### src/rtl/round_key_scheduler.sv
// Round key scheduler: walks NUM_ROUNDS rounds through an external 32->256 key
// expander, assembling two expansions into each 512-bit round key.
module round_key_scheduler #(
  parameter int NUM_ROUNDS = 16
) (
  input  logic         clk,
  input  logic         rst,
  input  logic         start,
  input  logic [31:0]  key_in,
  output logic [31:0]  exp_key,
  output logic [31:0]  exp_stage,
  input  logic [255:0] exp_expanded,
  output logic         rk_valid,
  input  logic         rk_ready,
  output logic [511:0] rk_data,
  output logic [7:0]   rk_index,
  output logic         rk_last,
  output logic         busy,
  output logic         done
);

  localparam logic [7:0] LAST_ROUND = 8'(NUM_ROUNDS - 1);

  typedef enum logic [1:0] {IDLE, GEN_HI, GEN_LO, OUT} state_t;

  state_t       state_q, state_d;
  logic [31:0]  key_reg_q, key_reg_d;
  logic [7:0]   round_q, round_d;
  logic [511:0] rk_data_q, rk_data_d;
  logic         rk_valid_q, rk_valid_d;
  logic         rk_last_q, rk_last_d;
  logic         busy_q, busy_d;
  logic         done_q, done_d;
  logic [31:0]  exp_stage_q, exp_stage_d;

  always_comb begin
    state_d   = state_q;
    key_reg_d = key_reg_q;
    round_d   = round_q;
    rk_data_d = rk_data_q;
    done_d    = 1'b0;
    case (state_q)
      IDLE: begin
        if (start) begin
          key_reg_d = key_in;
          round_d   = 8'd0;
          state_d   = GEN_HI;
        end
      end
      GEN_HI: begin
        rk_data_d[511:256] = exp_expanded;
        state_d            = GEN_LO;
      end
      GEN_LO: begin
        rk_data_d[255:0] = exp_expanded;
        state_d          = OUT;
      end
      OUT: begin
        if (rk_ready) begin
          if (round_q == LAST_ROUND) begin
            state_d = IDLE;
            done_d  = 1'b1;
          end else begin
            key_reg_d = {key_reg_q[26:0], key_reg_q[31:27]} ^ {24'b0, round_q};
            round_d   = round_q + 8'd1;
            state_d   = GEN_HI;
          end
        end
      end
      default: state_d = IDLE;
    endcase

    // Outputs are decoded from the next state so they appear registered.
    rk_valid_d = (state_d == OUT);
    busy_d     = (state_d != IDLE);
    rk_last_d  = (state_d == OUT) && (round_d == LAST_ROUND);
    case (state_d)
      GEN_HI:  exp_stage_d = {23'b0, round_d, 1'b0};
      GEN_LO:  exp_stage_d = {23'b0, round_d, 1'b1};
      default: exp_stage_d = 32'd0;
    endcase
  end

  always_ff @(posedge clk) begin
    if (rst) begin
      state_q     <= IDLE;
      key_reg_q   <= 32'd0;
      round_q     <= 8'd0;
      rk_data_q   <= 512'd0;
      rk_valid_q  <= 1'b0;
      rk_last_q   <= 1'b0;
      busy_q      <= 1'b0;
      done_q      <= 1'b0;
      exp_stage_q <= 32'd0;
    end else begin
      state_q     <= state_d;
      key_reg_q   <= key_reg_d;
      round_q     <= round_d;
      rk_data_q   <= rk_data_d;
      rk_valid_q  <= rk_valid_d;
      rk_last_q   <= rk_last_d;
      busy_q      <= busy_d;
      done_q      <= done_d;
      exp_stage_q <= exp_stage_d;
    end
  end

  assign exp_key   = key_reg_q;
  assign exp_stage = exp_stage_q;
  assign rk_valid  = rk_valid_q;
  assign rk_data   = rk_data_q;
  assign rk_index  = round_q;
  assign rk_last   = rk_last_q;
  assign busy      = busy_q;
  assign done      = done_q;

endmodule

### config.mk
export PLATFORM = sky130hd
export DESIGN_NAME = round_key_scheduler
export DESIGN_NICKNAME = d
export VERILOG_FILES = /design/src/rtl/round_key_scheduler.sv
export SDC_FILE = /design/constraint.sdc
export NUM_CORES = 1
export LEC_CHECK = 0
export ABC_CLOCK_PERIOD_IN_PS = 3300
export BUFFER_PORTS_ARGS = -buffer_cell sky130_fd_sc_hd__buf_2
export CAP_MARGIN = 20
export CORE_AREA = 8 8 341 343
export DETAILED_ROUTE_END_ITERATION = 10
export DIE_AREA = 0 0 349 351
export PLACE_DENSITY = 0.39
export SLEW_MARGIN = 20
export SYNTH_ARGS = -nofsm -noshare
export SYNTH_HDL_FRONTEND = slang
export SYNTH_SLANG_ARGS = --single-unit
### constraint.sdc
create_clock -name clk -period 3.3 [get_ports clk]
set_input_delay 0.165 -clock clk [delete_from_list [all_inputs] [get_ports clk]]
set_output_delay 0.165 -clock clk [all_outputs]
set_load 0.02 [all_outputs]
==> results.py <==
metrics = {
    "run": {
        "cap_violations": 0,
    },
    "route": {
        "route.detailed.drc": 0,
        "highest_layer": "met4",
        "drt_iter0_drc": 764,
        "met1Wirelength_um": 32400,
        "ant_nets": 0,
        "vias": 17800,
        "route.met2.wl_um": 40800,
        "wl_met3_um": 6430,
        "wl_um": 82100,
        "wl_per_cell_um": 17.7,
        "first_pass_iters": 5,
        "via_per_inst": 3.85,
    },
    "finish": {
        "diodes": 0,
        "drive_gt1_share_pct": 31.8,
        "fillers": 12000,
        "nets": 3379,
        "layout-area-overhead-vs-synth_pct": 54.4,
        "finalNonFillerCells": 4633,
    },
    "cts": {
        "cts_tree": "yes",
        "cts_sinks": 567,
        "h-tree-depth": 3,
        "clockRootBuffer": "clkbuf_16",
        "clk_latency_ns": 0.62,
        "numCtsBuffers": 71,
        "ctsResizeCount": 0,
        "clkTransAtPathRegs_ns": 0.06,
        "clockBufferDepth": 3,
    },
    "worst_setup_path": {
        "start_kind": "flop",
        "r2r_start": "state_q[0]$_SDFF_PP0_",
        "worstReg2RegEnd": "exp_key[6]$_SDFFE_PP0P_",
        "timing.reg2reg.setup_slack_ns": 0.93,
        "worst_path_max_delay_cell": "buf_4",
        "crit_path_cell_trace": "inv_1 -> ha_1 -> nor2b_1 -> buf_4 -> a211oi_4 -> buf_4 -> o211ai_1 -> a21oi_1",
        "arrival_ns": 2.91,
        "worst_ep_required_time_ns": 3.84,
        "crit_path_max_incr_delay_ns": 0.49,
        "end_kind": "flop",
        "cpMostUsedCell": "buf_4",
        "path_class": "reg2reg",
        "r2r_cells": 8,
        "critPathMaxFanout": 56,
    },
    "synth": {
        "synth.most_common_cell": "dfxtp_1",
        "synth_top_area_share_pct": 55.4,
        "syn_avg_cell_area_sq_um": 10.4,
        "synth_top_cell_by_area": "dfxtp_1",
        "synth_area_leaders": "dfxtp_1 (55%), mux2i_1 (26%), nor2_1 (10%)",
        "synth_enable_flop_cells": 0,
        "netlist_area_sq_um": 20500,
        "syn_inst": 1968,
        "ys_top_cells_by_count": "dfxtp_1 (567), nor2_1 (556), mux2i_1 (536), clkbuf_1 (76), buf_1 (52)",
        "yosys_register_bits": 567,
        "ys_types": 44,
        "ys_warn_count": 0,
        "async_flop_share_pct": 0,
        "synth-main-ff-cell": "dfxtp_1",
        "yosysSeqAreaShare_pct": 55.4,
    },
    "placement": {
        "post-place-ws_ns": 0.936,
        "hpwlAfterDp_um": 61000,
        "gp_congestion": 0.800,
        "io_buffers": 856,
        "dp_cells": 4218,
    },
    "pwr": {
        "swShare_pct": 30.5,
        "powerDensity_nw_per_um2": 622,
        "pwr-share-comb_pct": 21.6,
        "p_sw_uw": 5990,
        "vdd_drop_max_mv": 0.341,
        "cell_internal_pwr_uw": 13700,
        "power_frac_seq_pct": 39.6,
        "power.share.clock_pct": 38.8,
        "p_leak_uw": 0.0140,
        "totalPowerFinal_uw": 19700,
    },
    "floorplan": {
        "die_h_um": 351,
        "core_sq_um": 111000,
        "dieWidth_um": 349,
        "io_pins": 880,
        "rows": 123,
        "start_util_pct": 18.4,
        "fp.dieArea_sq_um": 122000,
    },
    "worst_hold_path": {
        "hold_path_depth": 3,
        "hold_path_startpoint": "rk_ready",
        "min_to": "done$_SDFF_PP0_",
        "hp-class": "in2reg",
    },
    "sta": {
        "setup_viol": 0,
        "hold_violations": 0,
        "rsz0062_at_grt": "false",
        "timing.hold.ws_ns": 0.138,
        "final_max_slew_viol_count": 0,
        "fin_crit_ns": 2.37,
        "skew_ns": 0.0172,
        "tightest_slew_ns": 0.815,
        "max_freq_mhz": 421,
        "fin_setup_tns_ns": 0,
        "fin_crit_sh_pct": 71.9,
        "fin_ws_ns": 0.927,
        "relSlewSlack_pct": 45.7,
    },
    "outcome": {
        "outcome": "complete, no violations",
    },
    "grt": {
        "grt_pass1_vias": 18800,
        "gr-total-overflow": 0,
        "grt_pass1_wl_um": 121000,
        "grt_antenna_before_repair": 0,
        "grt_max_degree": 131,
        "globalRouteTotalUtil_pct": 12.7,
    },
}
-- per-stage QoR --
step	area (sq um)	util, %
4_1_cts	31600	28.4
3_5_place_dp	26500	23.8
5_1_grt	31600	28.4
2_1_floorplan	20600	-
6_report	31600	28.4
3_3_place_gp	26500	23.8
-- critical path, delay by kind of cell (launching register included) --
kind | cells | cell delay (ns)
fa+ha+maj | 1 | 0.29
buf+inv | 3 | 0.81
simple gates | 1 | 0.17
flops | 1 | 0.46
compound gates | 3 | 0.56
-- cells in the final DEF (no fill, tap or decap), drive strengths merged, types with 2 or more instances in the layout --
master       netlist  final
a21oi             17     17
ha                 6      6
bufinv             0      2
nand3              4      4
nand4              4      4
clkinv             0      7
clkbuf            76    111
a2bb2oi            2      2
nor3               2      2
mux2i            536    536
nor2b              4      4
inv                6     10
dlygate4sd3        0    290
nand2             20     20
a211oi            26     26
and3               2      2
conb               1     23
o211ai            10     10
o21ai             13     13
nor2             556    556
nor4               4      4
dfxtp            567    567
xnor2              8      8
o22ai              2      2
or4                2      2
buf               84    888
nand2b             3      3
-- area by class of cell --
class | count | area [sq um] | area share, %
timing repair buffer | 1178 | 7590 | 24.0
sequential | 567 | 11400 | 35.9
multi-input combinational | 1257 | 8530 | 27.0
clock inverter | 14 | 186 | 0.589
tap | 1500 | 1880 | 5.93
clock buffer | 111 | 2080 | 6.57
inverter | 6 | 22.5 | 0.0712
-- how the worst max path moves through the flow --
stage,from,to,slack (ns),cells after the start
finish,state_q[0]$_SDFF_PP0_,exp_key[6]$_SDFFE_PP0P_,0.93,8
global placement,state_q[0]$_SDFF_PP0_,exp_key[3]$_SDFFE_PP0P_,0.97,8
CTS,state_q[0]$_SDFF_PP0_,exp_key[6]$_SDFFE_PP0P_,0.91,8
floorplan,state_q[0]$_SDFF_PP0_,exp_key[0]$_SDFFE_PP0P_,1.25,9
detailed placement,state_q[0]$_SDFF_PP0_,exp_key[6]$_SDFFE_PP0P_,0.94,8
global route,state_q[0]$_SDFF_PP0_,exp_key[5]$_SDFFE_PP0P_,0.70,8
-- flip-flops by register name, summed over array words and instances, names as in the netlist --
signal     cells
rk_index       8
rk_data      512
exp_key       32
rk_valid       1
state_q        2
done           1
rk_last        1
busy           1
exp_stage      9
-- routing by layer --
layer,up-vias,GRT usage (%)
met3,118,4.33
met5,-,0
met4,0,4.94
met1,8344,14.2
met2,565,22.1
li1,8793,-
-- kinds of logic after synthesis --
kind of cell,share of synthesized area [%]
AOI/OAI and AO/OA,2.52
buffers and inverters,3.57
and+or+nand+nor,11.6
adders and majority gates,0.366
xor gates and xnor gates,0.342
other,0.0183
muxes,26.2
DFF,55.4
-- timing repair --
action                                 in CTS  in global routing
buffers inserted                            0                  0
endpoints found under the hold margin     552                  0
hold buffers                              290                  0
-- power by group through the flow --
stage | logic [uW] | clock network, uW | registers [uW]
after floorplan | 1800 | 0 | 8620
after global placement | 4030 | 0 | 7950
after detailed placement | 4020 | 0 | 7950
after CTS | 4320 | 8010 | 7810
after global routing | 4590 | 8260 | 7880
final | 4250 | 7630 | 7800
Note: power is estimated with default switching activity, not from simulation.
